--- src/rtl/axonerve_kvs_batch_sequencer_if.sv ---
// Control bundle between the batch sequencer and one AXI master.
// The sequencer drives start/offset/size and receives the done pulse.
interface axonerve_kvs_batch_sequencer_if #(
   parameter int ADDR_W = 64,
   parameter int SIZE_W = 32
);
   logic              start;
   logic [ADDR_W-1:0] addr_offset;
   logic [SIZE_W-1:0] xfer_size_in_bytes;
   logic              done;

   modport master (
      output start,
      output addr_offset,
      output xfer_size_in_bytes,
      input  done
   );

   modport slave (
      input  start,
      input  addr_offset,
      input  xfer_size_in_bytes,
      output done
   );
endinterface

--- src/rtl/axonerve_kvs_batch_sequencer.sv ---
// Splits one host transfer into chunks and runs the AXI read and write
// masters in lockstep, one chunk at a time, with a per-chunk watchdog.
module axonerve_kvs_batch_sequencer #(
   parameter int C_M_AXI_ADDR_WIDTH = 64,
   parameter int C_M_AXI_DATA_WIDTH = 512,
   parameter int C_XFER_SIZE_WIDTH  = 32,
   parameter int C_TIMEOUT_WIDTH    = 32
) (
   input  logic                          aclk,
   input  logic                          aresetn,
   input  logic                          ap_start,
   output logic                          ap_done,
   output logic                          ap_idle,
   input  logic [C_M_AXI_ADDR_WIDTH-1:0] ctrl_src_addr,
   input  logic [C_M_AXI_ADDR_WIDTH-1:0] ctrl_dst_addr,
   input  logic [C_XFER_SIZE_WIDTH-1:0]  ctrl_total_bytes,
   input  logic [C_XFER_SIZE_WIDTH-1:0]  ctrl_chunk_bytes,
   input  logic [C_TIMEOUT_WIDTH-1:0]    ctrl_timeout_cycles,
   axonerve_kvs_batch_sequencer_if.master rd_ctrl,
   axonerve_kvs_batch_sequencer_if.master wr_ctrl,
   output logic [31:0]                   stat_chunks_done,
   output logic                          stat_timeout,
   output logic                          stat_error
);

   localparam int LP_DW_BYTES = C_M_AXI_DATA_WIDTH / 8;

   typedef logic [C_M_AXI_ADDR_WIDTH-1:0] addr_t;
   typedef logic [C_XFER_SIZE_WIDTH-1:0]  size_t;
   typedef logic [C_TIMEOUT_WIDTH-1:0]    tmo_t;

   localparam size_t LP_ALIGN_MASK = size_t'(LP_DW_BYTES - 1);

   localparam logic [2:0] S_IDLE  = 3'd0;
   localparam logic [2:0] S_LOAD  = 3'd1;
   localparam logic [2:0] S_ISSUE = 3'd2;
   localparam logic [2:0] S_WAIT  = 3'd3;
   localparam logic [2:0] S_NEXT  = 3'd4;
   localparam logic [2:0] S_DONE  = 3'd5;

   logic [2:0] state_q;

   addr_t src_q;
   addr_t dst_q;
   size_t total_q;
   size_t chunk_q;
   tmo_t  tmo_q;

   size_t rem_q;
   addr_t off_q;
   addr_t rd_addr_q;
   addr_t wr_addr_q;
   size_t size_q;

   tmo_t  wd_q;
   logic  rd_seen_q;
   logic  wr_seen_q;

   logic [31:0] chunks_q;
   logic        timeout_q;
   logic        error_q;

   logic  rd_hit;
   logic  wr_hit;
   logic  both_done;
   tmo_t  wd_inc;
   logic  wd_fire;
   logic  misaligned;
   size_t rem_nxt;
   addr_t off_nxt;

   // Zero chunk size means "whole remainder in one go".
   function automatic size_t chunk_size(
      input size_t chunk,
      input size_t rem
   );
      if (chunk == '0 || chunk > rem)
         return rem;
      return chunk;
   endfunction

   // A done pulse in the current cycle counts as already seen.
   always_comb begin
      rd_hit     = rd_seen_q | rd_ctrl.done;
      wr_hit     = wr_seen_q | wr_ctrl.done;
      both_done  = rd_hit & wr_hit;
      wd_inc     = wd_q + tmo_t'(1);
      wd_fire    = (tmo_q != '0) && (wd_inc == tmo_q);
      misaligned = ((total_q & LP_ALIGN_MASK) != '0)
                 || ((chunk_q & LP_ALIGN_MASK) != '0);
      rem_nxt    = rem_q - size_q;
      off_nxt    = off_q + addr_t'(size_q);
   end

   always_ff @(posedge aclk) begin
      if (!aresetn) begin
         state_q   <= S_IDLE;
         src_q     <= '0;
         dst_q     <= '0;
         total_q   <= '0;
         chunk_q   <= '0;
         tmo_q     <= '0;
         rem_q     <= '0;
         off_q     <= '0;
         rd_addr_q <= '0;
         wr_addr_q <= '0;
         size_q    <= '0;
         wd_q      <= '0;
         rd_seen_q <= 1'b0;
         wr_seen_q <= 1'b0;
         chunks_q  <= '0;
         timeout_q <= 1'b0;
         error_q   <= 1'b0;
      end else begin
         unique case (state_q)
            S_IDLE: begin
               if (ap_start) begin
                  src_q     <= ctrl_src_addr;
                  dst_q     <= ctrl_dst_addr;
                  total_q   <= ctrl_total_bytes;
                  chunk_q   <= ctrl_chunk_bytes;
                  tmo_q     <= ctrl_timeout_cycles;
                  chunks_q  <= '0;
                  timeout_q <= 1'b0;
                  error_q   <= 1'b0;
                  state_q   <= S_LOAD;
               end
            end
            S_LOAD: begin
               if (misaligned) begin
                  error_q <= 1'b1;
                  state_q <= S_DONE;
               end else if (total_q == '0) begin
                  state_q <= S_DONE;
               end else begin
                  rem_q     <= total_q;
                  off_q     <= '0;
                  rd_addr_q <= src_q;
                  wr_addr_q <= dst_q;
                  size_q    <= chunk_size(chunk_q, total_q);
                  state_q   <= S_ISSUE;
               end
            end
            S_ISSUE: begin
               wd_q      <= '0;
               rd_seen_q <= 1'b0;
               wr_seen_q <= 1'b0;
               state_q   <= S_WAIT;
            end
            S_WAIT: begin
               if (both_done) begin
                  wd_q      <= '0;
                  rd_seen_q <= 1'b0;
                  wr_seen_q <= 1'b0;
                  state_q   <= S_NEXT;
               end else if (wd_fire) begin
                  wd_q      <= '0;
                  rd_seen_q <= 1'b0;
                  wr_seen_q <= 1'b0;
                  timeout_q <= 1'b1;
                  state_q   <= S_DONE;
               end else begin
                  wd_q      <= wd_inc;
                  rd_seen_q <= rd_hit;
                  wr_seen_q <= wr_hit;
               end
            end
            S_NEXT: begin
               rem_q    <= rem_nxt;
               off_q    <= off_nxt;
               chunks_q <= chunks_q + 32'd1;
               if (rem_nxt == '0) begin
                  state_q <= S_DONE;
               end else begin
                  rd_addr_q <= src_q + off_nxt;
                  wr_addr_q <= dst_q + off_nxt;
                  size_q    <= chunk_size(chunk_q, rem_nxt);
                  state_q   <= S_ISSUE;
               end
            end
            S_DONE: begin
               state_q <= S_IDLE;
            end
            default: begin
               state_q <= S_IDLE;
            end
         endcase
      end
   end

   assign ap_done = (state_q == S_DONE);
   assign ap_idle = (state_q == S_IDLE);

   assign rd_ctrl.start              = (state_q == S_ISSUE);
   assign rd_ctrl.addr_offset        = rd_addr_q;
   assign rd_ctrl.xfer_size_in_bytes = size_q;

   assign wr_ctrl.start              = (state_q == S_ISSUE);
   assign wr_ctrl.addr_offset        = wr_addr_q;
   assign wr_ctrl.xfer_size_in_bytes = size_q;

   assign stat_chunks_done = chunks_q;
   assign stat_timeout     = timeout_q;
   assign stat_error       = error_q;

endmodule

--- src/flat_wrapper.sv ---
// flat-port wrapper written by rule: the top's interface ports become plain ports
module axonerve_kvs_batch_sequencer_flat 
#(
   parameter int C_M_AXI_ADDR_WIDTH = 64,
   parameter int C_M_AXI_DATA_WIDTH = 512,
   parameter int C_XFER_SIZE_WIDTH  = 32,
   parameter int C_TIMEOUT_WIDTH    = 32
)
  (aclk, aresetn, ap_start, ap_done, ap_idle, ctrl_src_addr, ctrl_dst_addr, ctrl_total_bytes, ctrl_chunk_bytes, ctrl_timeout_cycles, stat_chunks_done, stat_timeout, stat_error, rd_ctrl_start, rd_ctrl_addr_offset, rd_ctrl_xfer_size_in_bytes, rd_ctrl_done, wr_ctrl_start, wr_ctrl_addr_offset, wr_ctrl_xfer_size_in_bytes, wr_ctrl_done);
  axonerve_kvs_batch_sequencer_if #(.ADDR_W(64), .SIZE_W(32)) rd_ctrl_i ();
  axonerve_kvs_batch_sequencer_if #(.ADDR_W(64), .SIZE_W(32)) wr_ctrl_i ();
  input  logic aclk;
  input  logic aresetn;
  input  logic ap_start;
  output logic ap_done;
  output logic ap_idle;
  input  logic [C_M_AXI_ADDR_WIDTH-1:0] ctrl_src_addr;
  input  logic [C_M_AXI_ADDR_WIDTH-1:0] ctrl_dst_addr;
  input  logic [C_XFER_SIZE_WIDTH-1:0] ctrl_total_bytes;
  input  logic [C_XFER_SIZE_WIDTH-1:0] ctrl_chunk_bytes;
  input  logic [C_TIMEOUT_WIDTH-1:0] ctrl_timeout_cycles;
  output logic [31:0] stat_chunks_done;
  output logic stat_timeout;
  output logic stat_error;
  output wire logic [$bits(rd_ctrl_i.start)-1:0] rd_ctrl_start;
  output wire logic [$bits(rd_ctrl_i.addr_offset)-1:0] rd_ctrl_addr_offset;
  output wire logic [$bits(rd_ctrl_i.xfer_size_in_bytes)-1:0] rd_ctrl_xfer_size_in_bytes;
  input wire logic [$bits(rd_ctrl_i.done)-1:0] rd_ctrl_done;
  output wire logic [$bits(wr_ctrl_i.start)-1:0] wr_ctrl_start;
  output wire logic [$bits(wr_ctrl_i.addr_offset)-1:0] wr_ctrl_addr_offset;
  output wire logic [$bits(wr_ctrl_i.xfer_size_in_bytes)-1:0] wr_ctrl_xfer_size_in_bytes;
  input wire logic [$bits(wr_ctrl_i.done)-1:0] wr_ctrl_done;
  assign rd_ctrl_start = rd_ctrl_i.start;
  assign rd_ctrl_addr_offset = rd_ctrl_i.addr_offset;
  assign rd_ctrl_xfer_size_in_bytes = rd_ctrl_i.xfer_size_in_bytes;
  assign rd_ctrl_i.done = rd_ctrl_done;
  assign wr_ctrl_start = wr_ctrl_i.start;
  assign wr_ctrl_addr_offset = wr_ctrl_i.addr_offset;
  assign wr_ctrl_xfer_size_in_bytes = wr_ctrl_i.xfer_size_in_bytes;
  assign wr_ctrl_i.done = wr_ctrl_done;
  axonerve_kvs_batch_sequencer #(.C_M_AXI_ADDR_WIDTH(C_M_AXI_ADDR_WIDTH), .C_M_AXI_DATA_WIDTH(C_M_AXI_DATA_WIDTH), .C_XFER_SIZE_WIDTH(C_XFER_SIZE_WIDTH), .C_TIMEOUT_WIDTH(C_TIMEOUT_WIDTH)) u_core (.aclk(aclk), .aresetn(aresetn), .ap_start(ap_start), .ap_done(ap_done), .ap_idle(ap_idle), .ctrl_src_addr(ctrl_src_addr), .ctrl_dst_addr(ctrl_dst_addr), .ctrl_total_bytes(ctrl_total_bytes), .ctrl_chunk_bytes(ctrl_chunk_bytes), .ctrl_timeout_cycles(ctrl_timeout_cycles), .rd_ctrl(rd_ctrl_i), .wr_ctrl(wr_ctrl_i), .stat_chunks_done(stat_chunks_done), .stat_timeout(stat_timeout), .stat_error(stat_error));
endmodule
--- config.mk ---
export PLATFORM = sky130hd
export DESIGN_NAME = axonerve_kvs_batch_sequencer_flat
export DESIGN_NICKNAME = d
export VERILOG_FILES = /design/src/rtl/axonerve_kvs_batch_sequencer_if.sv /design/src/rtl/axonerve_kvs_batch_sequencer.sv /design/src/flat_wrapper.sv
export SDC_FILE = /design/constraint.sdc
export NUM_CORES = 2
export LEC_CHECK = 0
export ABC_AREA = 0
export CORE_MARGIN = 2
export CORE_UTILIZATION = 30
export CTS_BUF_LIST = sky130_fd_sc_hd__clkbuf_4 sky130_fd_sc_hd__clkbuf_8
export DETAILED_ROUTE_END_ITERATION = 10
export HOLD_SLACK_MARGIN = 0.03
export PLACE_DENSITY = 0.5
export SLEW_MARGIN = 25
export SYNTH_ARGS = -nofsm -noshare
export SYNTH_HDL_FRONTEND = slang
export SYNTH_SLANG_ARGS = --single-unit
--- constraint.sdc ---
create_clock -name aclk -period 17.6 [get_ports aclk]
set_input_delay 3.52 -clock aclk [delete_from_list [all_inputs] [get_ports aclk]]
set_output_delay 3.52 -clock aclk [all_outputs]
set_load 0.05 [all_outputs]
==> results.txt <==
----------------------------------------------------
[Worst setup path]
  Required time of the critical path ... 18.28 ns
  Worst Path Arrival ... 7.72 ns
  Worst Path Class, Setup ... reg -> reg
  Critical Path End Type ... flip-flop
  Startpoint type of the worst setup path ... flip-flop
  Largest driver fanout on the critical path ... 9

[Route]
  Residual DRC count ... 0
  Average wire per cell in the routed design ... 20.9 µm
  Mean number of vias per cell ... 5.29
  Vias after detailed routing ... 36,000
  Detailed Route Iter0 Violations ... 2,533
  Total wirelength of the detailed-routed design ... 142 mm
  TritonRoute pass-1 iters ... 5
  DRT antenna net count ... 0

[Pwr]
  Worst supply voltage drop on vdd ... 0.000138 V
  Ratio of total power to cell area ... 197 nW/µm²
  Leakage power summed over all cells ... 17.1 nW

[Logic synthesis]
  Top FF cell, synth ... sky130_fd_sc_hd__dfxtp_1
  Dominant cell type by area after synthesis ... sky130_fd_sc_hd__dfxtp_1
  Most common cell in the synthesized netlist ... sky130_fd_sc_hd__nand2_1
  Cell types with the largest area share after synthesis ... sky130_fd_sc_hd__dfxtp_1 30%, sky130_fd_sc_hd__ha_1 9.2%, sky130_fd_sc_hd__a21oi_1 8.9%, sky130_fd_sc_hd__nand2_1 8.5%, sky130_fd_sc_hd__nor2_1 4.2%
  Proportion of synthesized chip area in sequential cells ... 30.3%
  Number of synthesized flops with an enable pin ... 0
  Syn Inst Count ... 4,842
  Cell variety after synth ... 89
  Synthesized Nets ... 5,342
  Combined area of all synthesized cells ... 36,400 µm²
  Number of warning messages in the yosys log ... 0
  Syn_area_per_cell ... 7.52 µm²
  #FFs+latches synth ... 551
  Top-area cell type share of the netlist area ... 30.3%
  List of most frequent post-synthesis cells ... 826 x sky130_fd_sc_hd__nand2_1, 649 x sky130_fd_sc_hd__a21oi_1, 551 x sky130_fd_sc_hd__dfxtp_1
  Proportion of register bits with asynchronous set or reset after synthesis ... 0%

[Global route]
  Overall track demand over capacity in global routing ... 22.1%
  Antenna violations before repair ... 5
  Via count of the first global-routing pass ... 34,800
  Pin count of the biggest net entering global routing ... 191
  First-pass GRT wire length ... 215 mm
  Global route overflow ... 0

[Floorplanning]
  Num ports ... 459
  Num rows ... 127
  Width of the die ... 352 µm
  DIE AREA ... 124,000 µm²
  Initial standard-cell utilization of the core ... 30.3%
  Core region area ... 120,000 µm²
  Height of the die ... 352 µm

[Clocking]
  Clock input transition at the sequential cells of the worst setup and hold paths ... 0.07 ns
  Number of hold buffers added after CTS ... 0
  Number of post-CTS setup repair buffers ... 0
  Total CTS buffers ... 105
  H-Tree Level Count ... 3
  Buffer type at the clock tree root ... sky130_fd_sc_hd__clkbuf_8
  Clock insertion delay at the later pin of the skew report ... 0.79 ns
  Cells resized by post-CTS repair ... 0
  Maximum root-to-sink buffer count ... 3
  Clock tree from TritonCTS ... yes
  Clock sink total ... 551

[Timing]
  Slew at the pin with the worst max-slew slack ... 1.05 ns
  Total Neg Setup Slack ... 0 ns
  Slew HR ... 30.2%
  Maximum clock rate ... 0.142 GHz
  Final number of setup-violating endpoints ... 0
  Ratio of final minimum period to clock period ... 40.0%
  Skew final ... 0.0404 ns
  RSZ-0062 raised after global routing ... false
  Period minus WS final ... 7.04 ns
  Worst hold margin ... 0.459 ns
  Final-report max-slew violation count ... 0
  Final Hold Violating Endpoints ... 0

[Layout]
  Fraction of layout instances using a drive strength above 1 ... 6.78%
  Utilization after layout ... 36.8%
  Multi-input gate area ... 23,500 µm²
  Final-layout fill cell count ... 12,700
  Layout Area Growth over Synthesis ... 21.6%
  Area taken by flip-flops and latches ... 11,000 µm²
  Post-layout nets ... 5,622

[Outcome]
  Outcome ... completed

[Placed design]
  DPL Wire Length ... 107 mm
  Placer Congestion ... 0.917
  Number of buffer cells added on primary ports ... 458

[Hold path]
  Classification of the worst-slack hold path ... reg -> reg

[Flow run]
  Max Cap Violations ... 0

----------------------------------------------------
sequential cells by signal, summed over array words and instances (netlist names), 64 cells and up:
name	cells
u_core.rd_ctrl.addr_offset	64
u_core.dst_q	64
u_core.off_q	64
u_core.src_q	64
u_core.wr_ctrl.addr_offset	64
worst max-delay path, stage by stage, from the launching register on:
cell	delay [ns]
sky130_fd_sc_hd__dfxtp_1	0.41
sky130_fd_sc_hd__ha_1	0.22
sky130_fd_sc_hd__inv_1	0.06
sky130_fd_sc_hd__fa_1	0.40
sky130_fd_sc_hd__nor2b_1	0.14
sky130_fd_sc_hd__o21a_1	0.14
sky130_fd_sc_hd__o21ai_1	0.09
sky130_fd_sc_hd__a31oi_1	0.33
sky130_fd_sc_hd__a31o_2	0.27
sky130_fd_sc_hd__o2111ai_1	0.29
sky130_fd_sc_hd__a2111oi_2	0.79
sky130_fd_sc_hd__o211ai_1	0.32
sky130_fd_sc_hd__xnor2_1	0.44
sky130_fd_sc_hd__ha_1	0.38
sky130_fd_sc_hd__nand3_1	0.10
sky130_fd_sc_hd__or3_1	0.37
sky130_fd_sc_hd__nor3_1	0.48
sky130_fd_sc_hd__o211ai_1	0.32
sky130_fd_sc_hd__and2_1	0.29
sky130_fd_sc_hd__o21ai_0	0.36
sky130_fd_sc_hd__a21oi_1	0.15
sky130_fd_sc_hd__xnor2_1	0.16
sky130_fd_sc_hd__nand2_1	0.14
sky130_fd_sc_hd__a311oi_2	0.31
layout by cell type, fill, tap and decap left out, types with 58 or more instances in the layout:
cell type                         instances
sky130_fd_sc_hd__xnor2_1                158
sky130_fd_sc_hd__ha_1                   267
sky130_fd_sc_hd__clkdlybuf4s50_1        457
sky130_fd_sc_hd__o21ai_0                263
sky130_fd_sc_hd__nor3_1                  58
sky130_fd_sc_hd__inv_1                  134
sky130_fd_sc_hd__a21o_1                 114
sky130_fd_sc_hd__nand3_1                118
sky130_fd_sc_hd__a211oi_2                60
sky130_fd_sc_hd__dfxtp_1                551
sky130_fd_sc_hd__xor2_1                  92
sky130_fd_sc_hd__nand2_1                824
sky130_fd_sc_hd__clkbuf_8               131
sky130_fd_sc_hd__nand4_1                 71
sky130_fd_sc_hd__a211oi_1                78
sky130_fd_sc_hd__nor2_1                 402
sky130_fd_sc_hd__a21oi_1                649
final cells by class:
type                    instances  share of cell area (%)
flip-flops and latches        551                    24.9
well taps                    1612                    4.56
multi-input cells            3837                    53.0
diodes                          5                  0.0283
clock inverters                32                   0.961
repair buffers                491                    11.0
inverters                     136                    1.17
clock buffers                 148                    4.36
metrics by stage:
| step | cells | area, µm² | power (W) | setup slack (ns) |
|---|---|---|---|---|
| after floorplan | 4842 | 36400 | 0.00554 | 11.70 |
| after global placement | 6627 | 41900 | 0.00729 | 10.32 |
| after detailed placement | 6627 | 41900 | 0.00728 | 10.57 |
| after CTS | 6807 | 44300 | 0.00879 | 10.54 |
| after global routing | 6810 | 44300 | 0.00934 | 10.12 |
| final | 6812 | 44300 | 0.00874 | 10.56 |
layer usage:
metal / wire [µm] / vias up / global-route usage, %
met5: 30 / - / 0
met4: 4790 / 4 / 7.26
met3: 8300 / 218 / 4.27
met2: 62100 / 959 / 34.4
met1: 67000 / 17000 / 30.4
li1: - / 17800 / -
path summary, 6_finish.rpt:
kind | startpoint | end | slack [ns] | depth (start not counted)
max | u_core.rd_ctrl.xfer_size_in_bytes[0] | u_core.rd_ctrl.addr_offset[55] | 10.56 | 23
min | u_core.stat_timeout | u_core.stat_timeout | 0.46 | 2
max reg2reg | u_core.rd_ctrl.xfer_size_in_bytes[0] | u_core.rd_ctrl.addr_offset[55] | 10.56 | 23
min reg2reg | u_core.stat_timeout | u_core.stat_timeout | 0.46 | 2
kinds of logic after synthesis:
| logic type | Yosys count | share of synthesized area [%] |
|---|---|---|
| compound gates | 1557 | 27.2 |
| flops | 551 | 30.3 |
| buf+inv | 454 | 5.38 |
| simple gates | 1750 | 21.4 |
| xor+xnor | 251 | 6.08 |
| mux | 8 | 0.230 |
| fa+ha+maj | 271 | 9.40 |
report_power, final:
part	switching [W]	total [W]	internal (W)	leakage (nW)
Sequential	0.000413	0.00198	0.00157	4.49
Combinational	0.00356	0.00531	0.00175	11.3
Clock	0.000614	0.00145	0.000838	1.24
Total	0.00459	0.00874	0.00415	17.1
No activity file was read; power rests on OpenSTA's default activity.
